### src/rtl/icache_pkg.sv
// Shared types and address-split helpers for the direct-mapped instruction cache.
// Field widths derive from the line geometry so the top and the fill FSM stay in sync.
package icache_pkg;

    localparam int WORD_W = 32;

    typedef enum logic [0:0] {
        S_IDLE = 1'b0,
        S_FILL = 1'b1
    } state_t;

    function automatic int off_w(input int line_words);
        return $clog2(line_words);
    endfunction

    function automatic int idx_w(input int lines);
        return $clog2(lines);
    endfunction

    function automatic int tag_w(input int addr_w, input int lines, input int line_words);
        return addr_w - 2 - off_w(line_words) - idx_w(lines);
    endfunction

endpackage

### src/rtl/icache_if.sv
// Fetch port plus backing-memory port of the instruction cache.
// The slave side is the cache; the master side is the core and memory environment.
interface icache_if
    import icache_pkg::*;
#(
    parameter int ADDR_W = 32
);
    logic              instrreq;
    logic [ADDR_W-1:0] instradr;
    logic [WORD_W-1:0] instr;
    logic              hit;
    logic              abort;
    logic              inv;
    logic              mem_req;
    logic [ADDR_W-1:0] mem_addr;
    logic [WORD_W-1:0] mem_rdata;
    logic              mem_ack;

    modport slave (
        input  instrreq, instradr, inv, mem_rdata, mem_ack,
        output instr, hit, abort, mem_req, mem_addr
    );

    modport master (
        output instrreq, instradr, inv, mem_rdata, mem_ack,
        input  instr, hit, abort, mem_req, mem_addr
    );
endinterface

### src/rtl/icache_fill_fsm.sv
// Line-fill sequencer: bursts words 0..LINE_WORDS-1 from memory after a miss.
// mem_req/mem_addr/abort are registered; cancel is only honoured on an ack cycle.
module icache_fill_fsm
    import icache_pkg::*;
#(
    parameter int ADDR_W     = 32,
    parameter int LINE_WORDS = 4
) (
    input  logic                          clk,
    input  logic                          reset,
    input  logic                          i_instrreq,
    input  logic [ADDR_W-1:0]             i_instradr,
    input  logic                          i_hit,
    input  logic                          i_inv,
    input  logic                          i_mem_ack,
    output logic                          o_mem_req,
    output logic [ADDR_W-1:0]             o_mem_addr,
    output logic                          o_abort,
    output logic                          o_wr_en,
    output logic                          o_wr_last,
    output logic [$clog2(LINE_WORDS)-1:0] o_wc,
    output logic [ADDR_W-1:0]             o_fill_addr
);
    localparam int OB  = off_w(LINE_WORDS);
    localparam int LSB = OB + 2;
    localparam logic [ADDR_W-1:0] LINE_MASK = ~ADDR_W'((64'd1 << LSB) - 64'd1);

    state_t            r_state;
    logic [OB-1:0]     r_wc;
    logic [ADDR_W-1:0] r_fill_addr;
    logic [ADDR_W-1:0] r_mem_addr;
    logic              r_mem_req;
    logic              r_abort;

    logic [ADDR_W-1:0] w_line_addr;
    logic [OB-1:0]     w_wc_next;
    logic              w_last;
    logic              w_cancel;
    logic              w_ack;

    assign w_line_addr = i_instradr & LINE_MASK;
    assign w_wc_next   = r_wc + 1'b1;
    assign w_last      = (r_wc == OB'(LINE_WORDS - 1));
    assign w_cancel    = !i_instrreq || (w_line_addr != r_fill_addr) || i_inv;
    assign w_ack       = (r_state == S_FILL) && i_mem_ack;

    always_ff @(posedge clk) begin
        if (reset) begin
            r_state     <= S_IDLE;
            r_wc        <= '0;
            r_fill_addr <= '0;
            r_mem_addr  <= '0;
            r_mem_req   <= 1'b0;
            r_abort     <= 1'b0;
        end else begin
            r_abort <= 1'b0;
            case (r_state)
                S_IDLE: begin
                    if (i_instrreq && !i_hit && !i_inv) begin
                        r_state     <= S_FILL;
                        r_fill_addr <= w_line_addr;
                        r_wc        <= '0;
                        r_mem_req   <= 1'b1;
                        r_mem_addr  <= w_line_addr;
                    end
                end
                S_FILL: begin
                    if (i_mem_ack) begin
                        r_wc <= w_wc_next;
                        if (w_last) begin
                            r_state   <= S_IDLE;
                            r_mem_req <= 1'b0;
                        end else if (w_cancel) begin
                            // Partial line is abandoned; the top keeps it invalid.
                            r_state   <= S_IDLE;
                            r_mem_req <= 1'b0;
                            r_abort   <= 1'b1;
                        end else begin
                            r_mem_addr <= r_fill_addr | ADDR_W'({w_wc_next, 2'b00});
                        end
                    end
                end
                default: r_state <= S_IDLE;
            endcase
        end
    end

    assign o_mem_req   = r_mem_req;
    assign o_mem_addr  = r_mem_addr;
    assign o_abort     = r_abort;
    assign o_wr_en     = w_ack;
    assign o_wr_last   = w_ack && w_last;
    assign o_wc        = r_wc;
    assign o_fill_addr = r_fill_addr;

endmodule

### src/rtl/icache.sv
// Direct-mapped read-only instruction cache; hit/instr are combinational (0-cycle hit).
// Misses stall the fetch until a LINE_WORDS burst fills the line from backing memory.
module icache
    import icache_pkg::*;
#(
    parameter int ADDR_W     = 32,
    parameter int LINES      = 16,
    parameter int LINE_WORDS = 4
) (
    input  logic    clk,
    input  logic    reset,
    icache_if.slave bus
);
    localparam int OB  = off_w(LINE_WORDS);
    localparam int IB  = idx_w(LINES);
    localparam int TB  = tag_w(ADDR_W, LINES, LINE_WORDS);
    localparam int LSB = OB + 2;

    logic              r_valid [LINES];
    logic [TB-1:0]     r_tag   [LINES];
    logic [WORD_W-1:0] r_data  [LINES][LINE_WORDS];

    logic [OB-1:0]     w_off;
    logic [IB-1:0]     w_idx;
    logic [TB-1:0]     w_tag;
    logic [ADDR_W-1:0] w_fill_addr;
    logic [IB-1:0]     w_fill_idx;
    logic [TB-1:0]     w_fill_tag;
    logic [OB-1:0]     w_wc;
    logic              w_wr_en;
    logic              w_wr_last;
    logic              w_unused;

    assign w_off      = bus.instradr[OB+1:2];
    assign w_idx      = bus.instradr[LSB+IB-1:LSB];
    assign w_tag      = bus.instradr[ADDR_W-1:LSB+IB];
    assign w_fill_idx = w_fill_addr[LSB+IB-1:LSB];
    assign w_fill_tag = w_fill_addr[ADDR_W-1:LSB+IB];
    assign w_unused   = &{1'b0, bus.instradr[1:0], w_fill_addr[LSB-1:0]};

    assign bus.hit   = bus.instrreq && r_valid[w_idx] && (r_tag[w_idx] == w_tag);
    assign bus.instr = r_data[w_idx][w_off];

    icache_fill_fsm #(
        .ADDR_W     (ADDR_W),
        .LINE_WORDS (LINE_WORDS)
    ) u_fill (
        .clk         (clk),
        .reset       (reset),
        .i_instrreq  (bus.instrreq),
        .i_instradr  (bus.instradr),
        .i_hit       (bus.hit),
        .i_inv       (bus.inv),
        .i_mem_ack   (bus.mem_ack),
        .o_mem_req   (bus.mem_req),
        .o_mem_addr  (bus.mem_addr),
        .o_abort     (bus.abort),
        .o_wr_en     (w_wr_en),
        .o_wr_last   (w_wr_last),
        .o_wc        (w_wc),
        .o_fill_addr (w_fill_addr)
    );

    // The line being overwritten drops valid on its first word so stale data never hits.
    always_ff @(posedge clk) begin
        if (reset) begin
            for (int i = 0; i < LINES; i++) r_valid[i] <= 1'b0;
        end else if (bus.inv) begin
            for (int i = 0; i < LINES; i++) r_valid[i] <= 1'b0;
        end else if (w_wr_en) begin
            r_valid[w_fill_idx] <= w_wr_last;
        end
    end

    always_ff @(posedge clk) begin
        if (w_wr_last) r_tag[w_fill_idx] <= w_fill_tag;
    end

    always_ff @(posedge clk) begin
        if (w_wr_en) r_data[w_fill_idx][w_wc] <= bus.mem_rdata;
    end

endmodule
### src/flat_wrapper.sv
// flat-port wrapper written by rule: the top's interface ports become plain ports
module icache_flat import icache_pkg::*;
#(
    parameter int ADDR_W     = 32,
    parameter int LINES      = 16,
    parameter int LINE_WORDS = 4
)
  (clk, reset, bus_instrreq, bus_instradr, bus_inv, bus_mem_rdata, bus_mem_ack, bus_instr, bus_hit, bus_abort, bus_mem_req, bus_mem_addr);
  icache_if #(.ADDR_W(ADDR_W)) bus_i ();
  input  logic clk;
  input  logic reset;
  input wire logic [$bits(bus_i.instrreq)-1:0] bus_instrreq;
  input wire logic [$bits(bus_i.instradr)-1:0] bus_instradr;
  input wire logic [$bits(bus_i.inv)-1:0] bus_inv;
  input wire logic [$bits(bus_i.mem_rdata)-1:0] bus_mem_rdata;
  input wire logic [$bits(bus_i.mem_ack)-1:0] bus_mem_ack;
  output wire logic [$bits(bus_i.instr)-1:0] bus_instr;
  output wire logic [$bits(bus_i.hit)-1:0] bus_hit;
  output wire logic [$bits(bus_i.abort)-1:0] bus_abort;
  output wire logic [$bits(bus_i.mem_req)-1:0] bus_mem_req;
  output wire logic [$bits(bus_i.mem_addr)-1:0] bus_mem_addr;
  assign bus_i.instrreq = bus_instrreq;
  assign bus_i.instradr = bus_instradr;
  assign bus_i.inv = bus_inv;
  assign bus_i.mem_rdata = bus_mem_rdata;
  assign bus_i.mem_ack = bus_mem_ack;
  assign bus_instr = bus_i.instr;
  assign bus_hit = bus_i.hit;
  assign bus_abort = bus_i.abort;
  assign bus_mem_req = bus_i.mem_req;
  assign bus_mem_addr = bus_i.mem_addr;
  icache #(.ADDR_W(ADDR_W), .LINES(LINES), .LINE_WORDS(LINE_WORDS)) u_core (.clk(clk), .reset(reset), .bus(bus_i));
endmodule
### config.mk
export PLATFORM = sky130hd
export DESIGN_NAME = icache_flat
export DESIGN_NICKNAME = d
export VERILOG_FILES = /design/src/rtl/icache_pkg.sv /design/src/rtl/icache_if.sv /design/src/rtl/icache_fill_fsm.sv /design/src/rtl/icache.sv /design/src/flat_wrapper.sv
export SDC_FILE = /design/constraint.sdc
export NUM_CORES = 2
export LEC_CHECK = 0
export ABC_AREA = 1
export CORE_ASPECT_RATIO = 0.9
export CORE_MARGIN = 3
export CORE_UTILIZATION = 50
export DETAILED_ROUTE_END_ITERATION = 8
export PLACE_DENSITY = 0.65
export SETUP_SLACK_MARGIN = 0.1
export SLEW_MARGIN = 20
export SYNTH_ARGS = -nofsm -noshare
export SYNTH_HDL_FRONTEND = slang
export SYNTH_SLANG_ARGS = --single-unit
### constraint.sdc
create_clock -name clk -period 6.9 [get_ports clk]
set_input_delay 2.07 -clock clk [delete_from_list [all_inputs] [get_ports clk]]
set_output_delay 2.07 -clock clk [all_outputs]
set_load 0.05 [all_outputs]
==> impl_metrics.csv <==
group,metric,value,unit
global_routing,grt_overflow,0,
placed_design,gp_congestion,0.8775,
floorplan,io_pins,136,
setup_path,startpoint_type,"primary input",
clock_tree,cts.htree.levels,4,
timing,period_needed,6.894,ns
timing,whs,0.4580,ns
placed_design,dp_hpwl,163900,µm
timing,fmax,145.0,MHz
floorplan,coreArea,197100,µm²
routing,wl_per_cell,26.54,µm
global_routing,grt_max_degree,95,
setup_path,worstPathArrival,4.82,ns
floorplan,dieWidth,476.8,µm
timing,finClkSkew,0.03152,ns
logic_synthesis,synth_seq_cells,2511,
clock_tree,cts.sinks,2511,
timing,rsz0062_at_grt,"true",
routing,viasPerCell,6.165,
setup_path,crit_type,"primary input to output pin",
routing,num_vias,68151,
timing,setup_viol,0,
timing,tightest_slew,1.033,ns
clock_tree,clk_latency,0.87,ns
routing,drtAntennaViolNets,0,
clock_tree,clk_path_buf_depth,3,
power_and_ir_drop,vdd_ir_drop_max,0.2805,mV
clock_tree,cts-root-buf,"clkbuf_16",
timing,fin_ws,0.005639,ns
job,drv_cap,0,
routing,firstDrtPassIters,6,
timing,slew_headroom,0.3110,
timing,post-route-period-util,0.9992,
logic_synthesis,syn_inst,7955,
floorplan,start_util,0.5060,
clock_tree,cts_made_buffers,233,
routing,wirelength,293400,µm
clock_tree,clk_pin_slew,0.06,ns
global_routing,grt_pass1_vias,62823,
power_and_ir_drop,powerDensity,276.8,nW/µm²
setup_path,critPathLaunch,"bus_instradr[5]",
timing,hold_violations,0,
outcome,status,"complete, no violations",
cells_and_area,drive_gt1_frac,0.1108,
setup_path,ff2ff_setup_slack,2.41,ns
routing,drcViolationCount,0,
floorplan,placementRows,154,
setup_path,critPathCaptureType,"output pin",
cells_and_area,num-nets-final,8270,
setup_path,reg2reg_from,"u_core.u_fill.r_state",
global_routing,grt_usage,0.2790,
cells_and_area,syn_to_final_growth,14.81,%
timing,report.final.slew_viol_count,0,
setup_path,r2r_cells,5,
cells_and_area,nFillCells,15368,
logic_synthesis,avgSynthCellArea,12.54,µm²
floorplan,die_y,429.7,µm
setup_path,required,4.83,ns
routing,dr.first_iter.drc_count,9552,
logic_synthesis,yosys_warnings,0,
floorplan,dieArea,204900,µm²
logic_synthesis,synth_area,99750,µm²
placed_design,port_buffers,131,
logic_synthesis,yosysUniqueCellTypes,38,
hold_path,hold_path_depth,2,
cells_and_area,seqCellArea,74770,µm²
power_and_ir_drop,leakagePower,37.95,nW
setup_path,crit_path_max_fanout,25,
global_routing,grt_first_pass_wirelength,425600,µm
hold_path,hp-start,"u_core.u_fill.o_mem_addr[7]",
hold_path,hold_class,"register to register",
clock_tree,cts_tree,"yes",
cells_and_area,multi_input_area,22470,µm²
global_routing,antenna_found_initial,21,
placed_design,dp_slack,-0.03338,ns
logic_synthesis,yosysSeqAreaShare,0.7496,
==> final timing paths <==
path                                       to
setup / recovery                 bus_instr[1]
hold / removal    u_core.u_fill.o_mem_addr[7]
setup reg to reg        u_core.r_data[13][43]
hold reg to reg   u_core.u_fill.o_mem_addr[7]
==> per-stage QoR <==
stage	instances	power (W)	instance area (µm²)	setup TNS [ns]	utilization
after floorplan	7956	0.01828	99770	0	-
after global placement	10614	0.01944	107100	-0.03430	0.5432
after detailed placement	10614	0.01947	107100	-0.03338	0.5432
after CTS	11043	0.03177	114400	0	0.5806
after global routing	11044	0.03258	114500	0	0.5809
final	11054	0.03170	114500	0	0.5810
==> kinds of logic after synthesis <==
group	Yosys count	synth area share
other	1	0.00003760
buffers and inverters	736	0.03062
adder cells (fa/ha/maj)	4	0.0005018
XOR/XNOR	10	0.0008780
flip-flops	2511	0.7496
AO/OA/AOI/OAI	2147	0.1177
AND/OR/NAND/NOR	2546	0.1007
==> critical path, stage by stage <==
cell and delay (ns):
buf_8 0.28, inv_8 0.19, buf_12 0.23, buf_4 0.18, o21ai_0 0.08, o22ai_1 0.09, o21ai_0 0.16, o22ai_1 0.11
o21ai_0 0.73, o22ai_1 0.25, buf_4 0.22, buf_12 0.14
==> Yosys cell counts <==
| master | instances | share of area |
|---|---|---|
| edfxtp_1 | 2448 | 0.74 |
| nor2_1 | 1479 | 0.056 |
| o21ai_0 | 1368 | 0.069 |
| nand2_1 | 702 | 0.026 |
| o22ai_1 | 642 | 0.040 |
| clkbuf_1 | 400 | 0.015 |
| nand3_1 | 327 | 0.016 |
| inv_1 | 167 | 0.0063 |
| buf_2 | 96 | 0.0048 |
| a21oi_1 | 66 | 0.0033 |
| dfxtp_1 | 63 | 0.013 |
| buf_1 | 39 | 0.0015 |
| o32ai_1 | 31 | 0.0027 |
| nor3_1 | 20 | 0.0010 |
| o21ai_1 | 18 | 0.00090 |
| buf_4 | 15 | 0.0011 |
| buf_6 | 15 | 0.0017 |
| o211ai_1 | 11 | 0.00083 |
| or2_2 | 9 | 0.00056 |
| xor2_1 | 6 | 0.00053 |
| o221ai_1 | 5 | 0.00044 |
| ha_1 | 4 | 0.00050 |
| xnor2_1 | 4 | 0.00035 |
| inv_2 | 2 | 0.000075 |
| nand2_2 | 2 | 0.00013 |
| nand4_1 | 2 | 0.00013 |
| nor4_1 | 2 | 0.00013 |
| o2111ai_1 | 2 | 0.00018 |
| a221oi_1 | 1 | 0.000088 |
| a32oi_1 | 1 | 0.000088 |
| clkinv_1 | 1 | 0.000038 |
| conb_1 | 1 | 0.000038 |
| inv_4 | 1 | 0.000063 |
| nor3b_1 | 1 | 0.000075 |
| nor4_2 | 1 | 0.00013 |
| o2111a_1 | 1 | 0.00011 |
| o21ai_2 | 1 | 0.000088 |
| or2_1 | 1 | 0.000063 |
==> what timing repair did <==
item / in CTS / in global routing
hold buffers: 0 / 0
setup endpoints to repair: 3 / 10
resized for setup: 3 / 5
pin swaps: 0 / 1
setup buffers: 0 / 0
==> layout by cell type, fill, tap and decap left out, types with 9 or more instances in the layout <==
cell | netlist | final
a21oi_1 | 66 | 66
buf_12 | 0 | 118
buf_2 | 96 | 28
buf_4 | 15 | 359
bufinv_16 | 0 | 17
clkbuf_1 | 400 | 49
clkbuf_16 | 0 | 235
clkdlybuf4s50_1 | 0 | 60
clkinv_1 | 1 | 55
clkinv_2 | 0 | 47
dfxtp_1 | 63 | 62
diode_2 | 0 | 11
edfxtp_1 | 2448 | 2448
inv_1 | 167 | 164
nand2_1 | 702 | 702
nand3_1 | 327 | 327
nor2_1 | 1479 | 1415
nor2_4 | 0 | 64
nor3_1 | 20 | 20
o211ai_1 | 11 | 11
o21ai_0 | 1368 | 1368
o21ai_1 | 18 | 18
o22ai_1 | 642 | 637
o32ai_1 | 31 | 28
or2_2 | 9 | 9
==> final cells by class <==
class                      instances  area share
antenna                           11   0.0002404
clock buffer                     287     0.05332
clock inverter                   142     0.01083
inverter                         171    0.005922
multi-input combinational       4709      0.1962
sequential                      2511      0.6529
tap                             2652     0.02897
timing repair buffer             571     0.05162
==> state kept, by name (all words and copies together) (netlist names) <==
name / count
u_core.r_data: 2048
u_core.r_tag: 384
u_core.u_fill.o_mem_addr: 30
u_core.u_fill.o_fill_addr: 28
u_core.r_valid: 16
u_core.u_fill.o_wc: 2
u_core.u_fill.o_abort: 1
u_core.u_fill.o_mem_req: 1
u_core.u_fill.r_state: 1
==> report_power, final <==
group	switching (W)	internal [W]	total (W)
clock	0.00560	0.00690	0.0125
sequential	0.0000748	0.0168	0.0168
combinational	0.00161	0.000740	0.00235
==> routing by layer <==
layer  global-route usage  wire [µm]
met1               0.4065     116700
met2               0.4233     132100
met3              0.05337      33750
met4              0.09616      10650
met5                    0        117
Power figures use the tool's default switching activity.
